**src/rtl/jk_updown_counter.sv**
```systemverilog
// rtl/jk_updown_counter.sv - mod-N up/down counter producing JK excitation for an external flip-flop bank
//
// Purpose:
//   Holds the reference count, updated on the falling edge of clk. It presents
//   the J/K inputs that move an external bank of falling-edge JK flip-flops
//   from q to the value this register takes on the same edge, so that bank
//   tracks q exactly. It also provides terminal-count and wrap indications for
//   cascading stages.
//
// Ports:
//   clk      in   clock; all state changes on the falling edge
//   clr      in   synchronous active-high clear (highest priority)
//   en       in   count enable
//   up       in   direction, 1 = increment, 0 = decrement
//   load     in   synchronous parallel load (beats en)
//   load_val in   WIDTH   value to load; clamped to MODULUS-1
//   q        out  WIDTH   registered count
//   qb       out  WIDTH   bitwise complement of q
//   j_out    out  WIDTH   J excitation for the pending transition
//   k_out    out  WIDTH   K excitation for the pending transition
//   tc       out  terminal count in the current direction, independent of en
//   wrap     out  one-cycle registered pulse after a wrap-around
module jk_updown_counter #(
  parameter int WIDTH   = 4,
  parameter int MODULUS = 10
) (
  input  logic             clk,
  input  logic             clr,
  input  logic             en,
  input  logic             up,
  input  logic             load,
  input  logic [WIDTH-1:0] load_val,
  output logic [WIDTH-1:0] q,
  output logic [WIDTH-1:0] qb,
  output logic [WIDTH-1:0] j_out,
  output logic [WIDTH-1:0] k_out,
  output logic             tc,
  output logic             wrap
);

  // MODULUS-1 always fits in WIDTH bits because MODULUS <= 2^WIDTH. The load
  // comparison uses one extra bit so that MODULUS == 2^WIDTH does not
  // overflow to zero.
  localparam logic [WIDTH-1:0] MAX_VAL = WIDTH'(MODULUS - 1);
  localparam logic [WIDTH:0]   MOD_EXT = (WIDTH + 1)'(MODULUS);

  logic [WIDTH-1:0] q_q, q_d;
  logic             wrap_q, wrap_d;
  logic             at_max, at_zero;

  assign at_max  = (q_q == MAX_VAL);
  assign at_zero = (q_q == '0);

  // This next-state value drives both the register and the excitation. The
  // external bank therefore always lands on the same value as q_q.
  always_comb begin
    q_d    = q_q;
    wrap_d = 1'b0;
    if (clr) begin
      q_d = '0;
    end else if (load) begin
      if ({1'b0, load_val} < MOD_EXT) begin
        q_d = load_val;
      end else begin
        q_d = MAX_VAL;
      end
    end else if (en) begin
      if (up) begin
        if (at_max) begin
          q_d    = '0;
          wrap_d = 1'b1;
        end else begin
          q_d = q_q + WIDTH'(1);
        end
      end else begin
        if (at_zero) begin
          q_d    = MAX_VAL;
          wrap_d = 1'b1;
        end else begin
          q_d = q_q - WIDTH'(1);
        end
      end
    end
  end

  always_ff @(negedge clk) begin
    if (clr) begin
      q_q    <= '0;
      wrap_q <= 1'b0;
    end else begin
      q_q    <= q_d;
      wrap_q <= wrap_d;
    end
  end

  // Bits that keep their value get J=K=0, so don't-care cases resolve to 0
  // and J and K are never asserted together.
  assign j_out = ~q_q & q_d;
  assign k_out = q_q & ~q_d;

  assign tc   = (up & at_max) | (~up & at_zero);
  assign q    = q_q;
  assign qb   = ~q_q;
  assign wrap = wrap_q;

endmodule

```
**config.mk**
```make
export PLATFORM = sky130hd
export DESIGN_NAME = jk_updown_counter
export DESIGN_NICKNAME = d
export VERILOG_FILES = /design/src/rtl/jk_updown_counter.sv
export SDC_FILE = /design/constraint.sdc
export NUM_CORES = 1
export LEC_CHECK = 0
export CORE_MARGIN = 3
export CORE_UTILIZATION = 40
export CTS_CLUSTER_SIZE = 16
export DETAILED_ROUTE_END_ITERATION = 7
export PLACE_DENSITY = 0.78
export SLEW_MARGIN = 20
export SYNTH_ARGS = -nofsm -noshare
export SYNTH_HDL_FRONTEND = slang
export SYNTH_SLANG_ARGS = --single-unit
```
**constraint.sdc**
```tcl
create_clock -name clk -period 2.23 [get_ports clk]
set_input_delay 0.446 -clock clk [delete_from_list [all_inputs] [get_ports clk]]
set_output_delay 0.446 -clock clk [all_outputs]
set_load 0.03 [all_outputs]
```
==> impl_metrics.py, run 1 <==
metrics = {
    "floorplanning": {
        "die_height_um": 44.0,
        "floorplan.initialDensity_pct": 43.3,
        "io-pin-count": 27,
        "chipWidth_um": 44.0,
        "fp-row-count": 13,
    },
    "logic_synthesis": {
        "synth.avg_cell_area_sq_um": 6.80,
        "synth.area.top_cells": "dfxtp_1 (17%), a21oi_1 (6.9%), ha_1 (6.5%)",
        "yosys.cell_count.top_type": "inv_1",
        "post_synth_edffs": 0,
        "share_of_synthesized_flip_flops_with_an_asynchronous_set_or_reset_pct": 0,
        "yosys.cell_types.count": 33,
        "ys_seq_area_share_pct": 17.3,
        "syn-instance-count": 85,
        "netlist.area_leader.share_pct": 17.3,
        "yosysTopAreaCell": "dfxtp_1",
        "yosys_warnings": 0,
        "synth.top_cells.by_count": "inv_1 (9), a21oi_1 (8), nor2_1 (8)",
        "synthesis.nets": 97,
        "synthesis.area_sq_um": 578,
        "yosys_register_bits": 5,
        "ys_dominant_reg_cell": "dfxtp_1",
    },
    "place": {
        "placed_cells_incl_taps": 151,
        "gpl.final_weighted_congestion": 0.811,
        "io_buffer_count": 26,
        "place_hpwl_um": 1840,
    },
    "clock_network": {
        "cts_root_buffer": "clkbuf_4",
        "postCtsSetupRepairBufs": 7,
        "cts.hold.buffers_added": 0,
        "post_cts_resized": 78,
        "clock_sinks": 5,
        "htreeDepth": 1,
        "ctsLongestPathBuffers": 2,
        "cts_buffers": 3,
    },
    "outcome": {
        "haltStage": "clock tree synthesis",
        "run.stop_error": "[ERROR DPL-0038] Utilization greater than 100%, impossible to legalize",
        "result_of_the_run": "did not finish",
    },
}
metrics by stage:
stage	setup TNS (ns)	area (sq um)	setup WS, ns
floorplan	-9.47	716	-1.06
global placement	-13.22	1150	-1.29
detailed placement	-13.58	1150	-1.32
cell families after synthesis:
family / Yosys count / synth area share, %
DFF: 5 / 17.3
buffers and inverters: 15 / 10.6
adders and majority gates: 3 / 6.49
and+or+nand+nor: 30 / 27.3
AOI/OAI and AO/OA: 32 / 38.3
==> inputs of run 2 (changes only) <==
Settings changed: CORE_AREA set to 3 3 64 66, CORE_MARGIN 3 to not set, CORE_UTILIZATION 40 to not set, CTS_CLUSTER_SIZE 16 to not set, DIE_AREA set to 0 0 67 69, PLACE_DENSITY 0.78 to not set, PLACE_DENSITY_LB_ADDON set to 0.15.
==> impl_metrics.py, run 2 <==
metrics = {
    "sta": {
        "timing_max_transition_violations_final": 0,
        "worstMarginPinSlew_ns": 0.288,
        "fin_hold_ws_ns": 0.754,
        "postLayoutSetupSlackWorst_ns": -1.31,
        "timing.max_slew.rel_slack_pct": 80.6,
        "finalSetupViolCount": 22,
        "final.setup_skew_ns": 0.0101,
        "timing_hold_violations_final": 0,
        "grt_setup_unrepaired": "true",
    },
    "final_layout": {
        "filler_cell_count": 363,
        "num-nets-final": 176,
        "antenna_cells_inserted": 0,
        "share_of_final_layout_standard_cells_stronger_than_drive_strength_1_pct": 69.3,
        "layout_commonest_cell": "buf_4",
        "largest_register_ffs": 4,
        "syn_to_final_growth_pct": 182,
        "mostFrequentLayoutCells": "buf_4 (32), buf_6 (31), inv_1 (8), nor2_1 (8), a21oi_2 (5)",
        "fin_cells": 211,
    },
    "power": {
        "power.combinational.fraction_pct": 56.6,
        "power.static_leakage_nw": 0.732,
        "p_int_mw": 0.436,
        "power.net_switching_mw": 0.262,
        "max_rail_drop_vdd_uv": 248,
        "power_density_nw_per_um2": 429,
        "power.sequential.fraction_pct": 14.7,
        "power_total_mw": 0.698,
        "power_frac_clock_pct": 28.7,
        "power.switching_fraction_pct": 37.5,
    },
    "global_routing": {
        "global_route_met2_utilization_pct": 19.0,
        "globalRouteMet1Util_pct": 13.6,
        "grt_max_degree": 15,
        "grt_util_all_layers_pct": 11.8,
        "number_of_global_route_vias_before_repair": 919,
        "grt_first_pass_wirelength_um": 4180,
        "antenna_found_initial": 0,
        "grt.busiest_layer": "met2",
        "grt_ovf": 0,
        "met3_usage_pct": 3.75,
    },
    "logic_synthesis": {
        "yosysTopAreaCell": "dfxtp_1",
        "yosys.cell_count.top_type": "inv_1",
        "synth.avg_cell_area_sq_um": 6.80,
        "ys_dominant_reg_cell": "dfxtp_1",
        "ys_seq_area_share_pct": 17.3,
        "synth.top_cells.by_count": "inv_1 (9), a21oi_1 (8), nor2_1 (8)",
        "yosys_register_bits": 5,
        "post_synth_edffs": 0,
        "yosys_warnings": 0,
        "syn-instance-count": 85,
        "share_of_synthesized_flip_flops_with_an_asynchronous_set_or_reset_pct": 0,
        "synthesis.nets": 97,
        "netlist.area_leader.share_pct": 17.3,
        "yosys.cell_types.count": 33,
        "synth.area.top_cells": "dfxtp_1 (17%), a21oi_1 (6.9%), ha_1 (6.5%)",
        "synthesis.area_sq_um": 578,
    },
    "floorplanning": {
        "io-pin-count": 27,
        "fp-row-count": 22,
        "floorplan.initialDensity_pct": 15.9,
        "floorplan.die_area_sq_um": 4620,
        "core_sq_um": 3630,
        "die_height_um": 69,
        "chipWidth_um": 67,
    },
    "drt": {
        "detailroute.via_count": 930,
        "antenna_left": 0,
        "drc": 0,
        "drt_iter0_markers": 7,
        "ratio_of_routed_vias_to_standard_cells": 4.41,
        "detail_route.first_pass.iterations": 4,
        "totalWireLength_um": 2730,
        "routedWlPerCell_um": 12.9,
    },
    "clock_network": {
        "cts_root_buffer": "clkbuf_8",
        "cts_buffers": 3,
        "cts.hold.buffers_added": 0,
        "clk_latency_ns": 0.29,
        "ctsLongestPathBuffers": 2,
        "htreeDepth": 1,
        "clk_pin_slew_worst_paths_ns": 0.03,
        "tritoncts": "built",
        "clock_sinks": 5,
    },
    "critical_path": {
        "slowest_stage": "or3b_4",
        "startpoint_type": "flip-flop",
        "reg2reg_to": "q[1]",
        "timing.critical_path.to_type": "output port",
        "worstSetupStartpoint": "q[0]",
        "rr_startpoint": "q[0]",
        "capturing_element_of_the_worst_setup_path": "j_out[1]",
        "timing.reg2reg.setup_slack_ns": 0.48,
        "setup.worst_path.class": "flip-flop to output port",
        "cp.arrival_ns": 3.10,
        "worst-path-max-fanout": 3,
        "timing.critical_path.cells": "clkinvlp_4, ha_4, or3b_4, a21o_1, a31oi_2, nor3_4, clkdlybuf4s15_2",
        "critical_path_required_ns": 1.78,
        "max_stage_delay_ns": 0.37,
        "worst_r2r_path_depth": 9,
    },
    "place": {
        "gpl.final_weighted_congestion": 0.803,
        "io_buffer_count": 26,
        "place_hpwl_um": 1890,
        "placed_cells_incl_taps": 181,
    },
    "outcome": {
        "result_of_the_run": "complete, but fails checks",
        "violations": "negative setup slack",
    },
    "job": {
        "drv_cap": 0,
    },
    "hold_path": {
        "min_delay_path_depth": 3,
        "hold_path_startpoint": "q[0]",
        "worst_hold_class": "flip-flop to flip-flop",
    },
}
## run 2: cell counts after synthesis
No cell type changed its count.
## run 2: how the worst min path moves through the flow
stage	slack (ns)	end
after CTS	0.70	q[2]
after floorplan	0.63	q[0]
after global placement	0.69	wrap
final	0.75	q[0]
after detailed placement	0.69	wrap
after global routing	0.78	q[0]
## run 2: kinds of logic after synthesis
group,Yosys count,share of synthesized area [%]
flops,5,17.3
buf+inv,15,10.6
fa+ha+maj,3,6.49
simple gates,30,27.3
compound gates,32,38.3
## run 2: cell type report
| cell class | instances | area, sq um | share of cell area [%] |
|---|---|---|---|
| repair buffers | 76 | 743 | 45.7 |
| clock buffers | 3 | 41.3 | 2.54 |
| clock inverters | 6 | 22.5 | 1.38 |
| flip-flops and latches | 5 | 116 | 7.15 |
| multi-input cells | 65 | 599 | 36.8 |
| inverters | 8 | 45.0 | 2.77 |
| well taps | 48 | 60.1 | 3.69 |
## run 2: routing by layer
metal | wire [um] | vias up
li1 | - | 460
met1 | 1100 | 436
met2 | 1430 | 26
met3 | 132 | 8
met4 | 71 | 0
met5 | 0 | -
## run 2: power by group through the flow
stage | sequential [mW] | clock [mW] | combinational (mW)
floorplan | 0.120 | 0.0166 | 0.147
global placement | 0.102 | 0.0166 | 0.280
detailed placement | 0.102 | 0.0166 | 0.284
CTS | 0.103 | 0.206 | 0.355
global route | 0.103 | 0.224 | 0.421
finish | 0.103 | 0.200 | 0.395
## run 2: critical path: cells and delay by family (launching register included)
family          cells  cell delay (ns)
compound gates      2             0.43
simple gates        2             0.42
buf+inv             2             0.37
flops               1             0.34
fa+ha+maj           1             0.14
## run 2: through the flow
stage	TNS (ns)	util (%)	instance area (sq um)	setup WS, ns
3_5_place_dp	-14.02	32.1	1170	-1.35
3_3_place_gp	-13.85	32.1	1170	-1.31
6_report	-14.69	44.8	1630	-1.31
2_1_floorplan	-9.47	-	716	-1.06
4_1_cts	-14.66	41.2	1500	-1.28
5_1_grt	-15.63	44.8	1630	-1.35
## run 2: what timing repair did
item	CTS	global route
endpoints found under the setup margin	23	22
pin swaps	11	10
resized for setup	78	25
setup buffers	14	9
No activity file was read; power rests on OpenSTA's default activity.
==> inputs of run 3 (changes only) <==
Settings changed: ABC_AREA set to 1.
==> impl_metrics.py, run 3 <==
metrics = {
    "floorplanning": {
        "floorplan.die_area_sq_um": 4620,
        "die_height_um": 69,
        "core_sq_um": 3630,
        "floorplan.initialDensity_pct": 14.3,
        "io-pin-count": 27,
        "chipWidth_um": 67,
        "fp-row-count": 22,
    },
    "critical_path": {
        "setup.worst_path.class": "flip-flop to output port",
        "critical_path_required_ns": 1.78,
        "rr_startpoint": "q[1]",
        "slowest_stage": "dfxtp_4",
        "startpoint_type": "flip-flop",
        "critical_path.most_common_cell": "nand2_1",
        "path_buf_inv": 3,
        "timing.reg2reg.setup_slack_ns": 0.65,
        "timing.critical_path.to_type": "output port",
        "reg2reg_to": "q[1]",
        "max_stage_delay_ns": 0.35,
        "worst_r2r_path_depth": 12,
        "crit_family": "simple AND/OR/NAND/NOR gates",
        "cp.arrival_ns": 2.87,
        "worst-path-max-fanout": 5,
        "timing.critical_path.cells": "clkinvlp_4, ha_4, inv_2, nand2_1, nand3_2, nand3_2, nand2_1, nand2_1, nand2_2, nand2_4, nor2_4, buf_6",
    },
    "logic_synthesis": {
        "yosys_register_bits": 5,
        "synth.top_cells.by_count": "nand2_1 (27), inv_1 (13), nand3_1 (10)",
        "ys_dominant_reg_cell": "dfxtp_1",
        "post_synth_edffs": 0,
        "synth_top_family_by_area": "simple AND/OR/NAND/NOR gates",
        "synth_compound_gate_area_share_pct": 12.1,
        "synthesis.area_sq_um": 518,
        "netlist.area_leader.share_pct": 19.6,
        "ys_seq_area_share_pct": 19.3,
        "syn-instance-count": 88,
        "synth.area.top_cells": "nand2_1 (20%), dfxtp_1 (19%), nand3_1 (9.7%)",
        "synth_mux_area_share_pct": 0,
        "synth_simple_gate_area_share_pct": 44.7,
        "yosys_warnings": 0,
        "yosysTopAreaCell": "nand2_1",
        "synth_xor_area_share_pct": 0,
        "yosys.area_share.adder_pct": 7.25,
        "synth.avg_cell_area_sq_um": 5.89,
        "synthesis.nets": 100,
        "yosys.cell_count.top_type": "nand2_1",
        "yosys.cell_types.count": 19,
        "share_of_synthesized_flip_flops_with_an_asynchronous_set_or_reset_pct": 0,
    },
    "place": {
        "gpl.final_weighted_congestion": 0.754,
        "io_buffer_count": 26,
        "place_worst_setup_slack_ns": -0.835,
        "place_hpwl_um": 1630,
        "placed_cells_incl_taps": 182,
    },
    "final_layout": {
        "postLayoutCoreUtil_pct": 37.3,
        "share_of_final_layout_standard_cells_stronger_than_drive_strength_1_pct": 64.0,
        "largest_register_ffs": 4,
        "filler_cell_count": 402,
        "num-nets-final": 163,
        "layout_commonest_cell": "buf_6",
        "regArea_sq_um": 116,
        "multi_input_area_sq_um": 498,
        "antenna_cells_inserted": 0,
        "syn_to_final_growth_pct": 161,
        "mostFrequentLayoutCells": "buf_6 (26), buf_4 (21), nand2_1 (19)",
        "fin_cells": 198,
    },
    "clock_network": {
        "tritoncts": "built",
        "ctsLongestPathBuffers": 2,
        "cts_buffers": 3,
        "htreeDepth": 1,
        "clk_latency_ns": 0.29,
        "clk_pin_slew_worst_paths_ns": 0.03,
        "cts_root_buffer": "clkbuf_8",
        "clock_sinks": 5,
    },
    "global_routing": {
        "grt_util_all_layers_pct": 9.73,
        "grt_first_pass_wirelength_um": 3510,
        "grt_ovf": 0,
        "antenna_found_initial": 0,
        "grt_max_degree": 9,
        "number_of_global_route_vias_before_repair": 815,
    },
    "sta": {
        "timing_max_transition_violations_final": 0,
        "finalSetupViolCount": 19,
        "postLayoutSetupSlackWorst_ns": -1.09,
        "timing_hold_violations_final": 0,
        "timing.max_slew.rel_slack_pct": 83.3,
        "final.setup_skew_ns": 0.00501,
        "worstMarginPinSlew_ns": 0.250,
        "grt_setup_unrepaired": "true",
    },
    "drt": {
        "ratio_of_routed_vias_to_standard_cells": 3.95,
        "drt_iter0_markers": 22,
        "detail_route.first_pass.iterations": 4,
        "drc": 0,
        "detailroute.via_count": 782,
        "routedWlPerCell_um": 10.4,
        "totalWireLength_um": 2070,
        "antenna_left": 0,
    },
    "hold_path": {
        "hold_path_startpoint": "q[3]",
        "worst_hold_class": "flip-flop to flip-flop",
        "min_delay_path_depth": 3,
        "hold_crit_endpoint": "wrap",
    },
    "job": {
        "drv_cap": 0,
    },
    "outcome": {
        "result_of_the_run": "complete, but fails checks",
        "violations": "negative setup slack",
    },
    "power": {
        "max_rail_drop_vdd_uv": 219,
        "power_density_nw_per_um2": 461,
        "power.static_leakage_nw": 0.661,
    },
}
==> run 3: changes by cell type after synthesis, moves of 3 or more <==
cell,delta
o21ai_0,-3
a21o_1,-3
nand2_1,+22
buf_2,-4
inv_1,+4
nand3_1,+7
nand2b_1,-3
==> run 3: layout make-up <==
type / count / area share, %
Tap cell: 48 / 4.44
Sequential cell: 5 / 8.60
Clock buffer: 3 / 3.05
Inverter: 14 / 5.36
Clock inverter: 6 / 1.66
Multi-Input combinational cell: 66 / 36.8
Timing Repair Buffer: 56 / 40.1
==> run 3: tightest hold or removal path, delay by kind of cell (launching register included) <==
family / cells / cell delay, ns
flops: 1 / 0.38
simple gates: 1 / 0.12
buf+inv: 1 / 0.12
compound gates: 1 / 0.05
==> run 3: logic make-up after synthesis <==
logic type | after synthesis
and+or+nand+nor | 51
buffers and inverters | 17
AOI/OAI and AO/OA | 12
DFF | 5
adders and majority gates | 3
==> run 3: how the worst max path moves through the flow <==
stage / startpoint / endpoint / cells past startpoint
after detailed placement: q[1] / j_out[2] / 12
after CTS: q[1] / j_out[1] / 11
after global routing: q[1] / j_out[2] / 12
final: q[1] / j_out[2] / 12
after global placement: q[1] / j_out[2] / 12
after floorplan: q[1] / j_out[1] / 10
==> run 3: metal layers <==
metal,GRT usage [%],up-vias,share of wire (%)
met2,15.9,25,51
met5,0,-,0
met1,10.9,350,42
met3,4.89,2,6.5
met4,2.70,0,0.29
li1,-,405,-
==> run 3: what timing repair did <==
item	4_1_cts	5_1_grt
gates resized for setup	54	16
pin swaps	11	7
hold buffers	0	0
setup endpoints to repair	23	22
setup buffers	7	4
==> run 3: report_power, final <==
| group | internal [mW] | total, mW | switching [mW] |
|---|---|---|---|
| combinational | 0.154 | 0.313 | 0.159 |
| clock | 0.131 | 0.199 | 0.0684 |
| sequential | 0.0960 | 0.112 | 0.0157 |
| total | 0.380 | 0.624 | 0.243 |
==> run 3: metrics by stage <==
stage                     power [mW]  TNS (ns)  hold slack, ns  area, sq um
after floorplan                0.273     -8.61           0.750          623
after global placement         0.379    -10.84           0.777         1040
after detailed placement       0.380    -10.93           0.772         1040
after CTS                      0.619    -12.16           0.730         1280
after global routing           0.681    -13.72           0.762         1350
final                          0.624    -12.16           0.712         1350
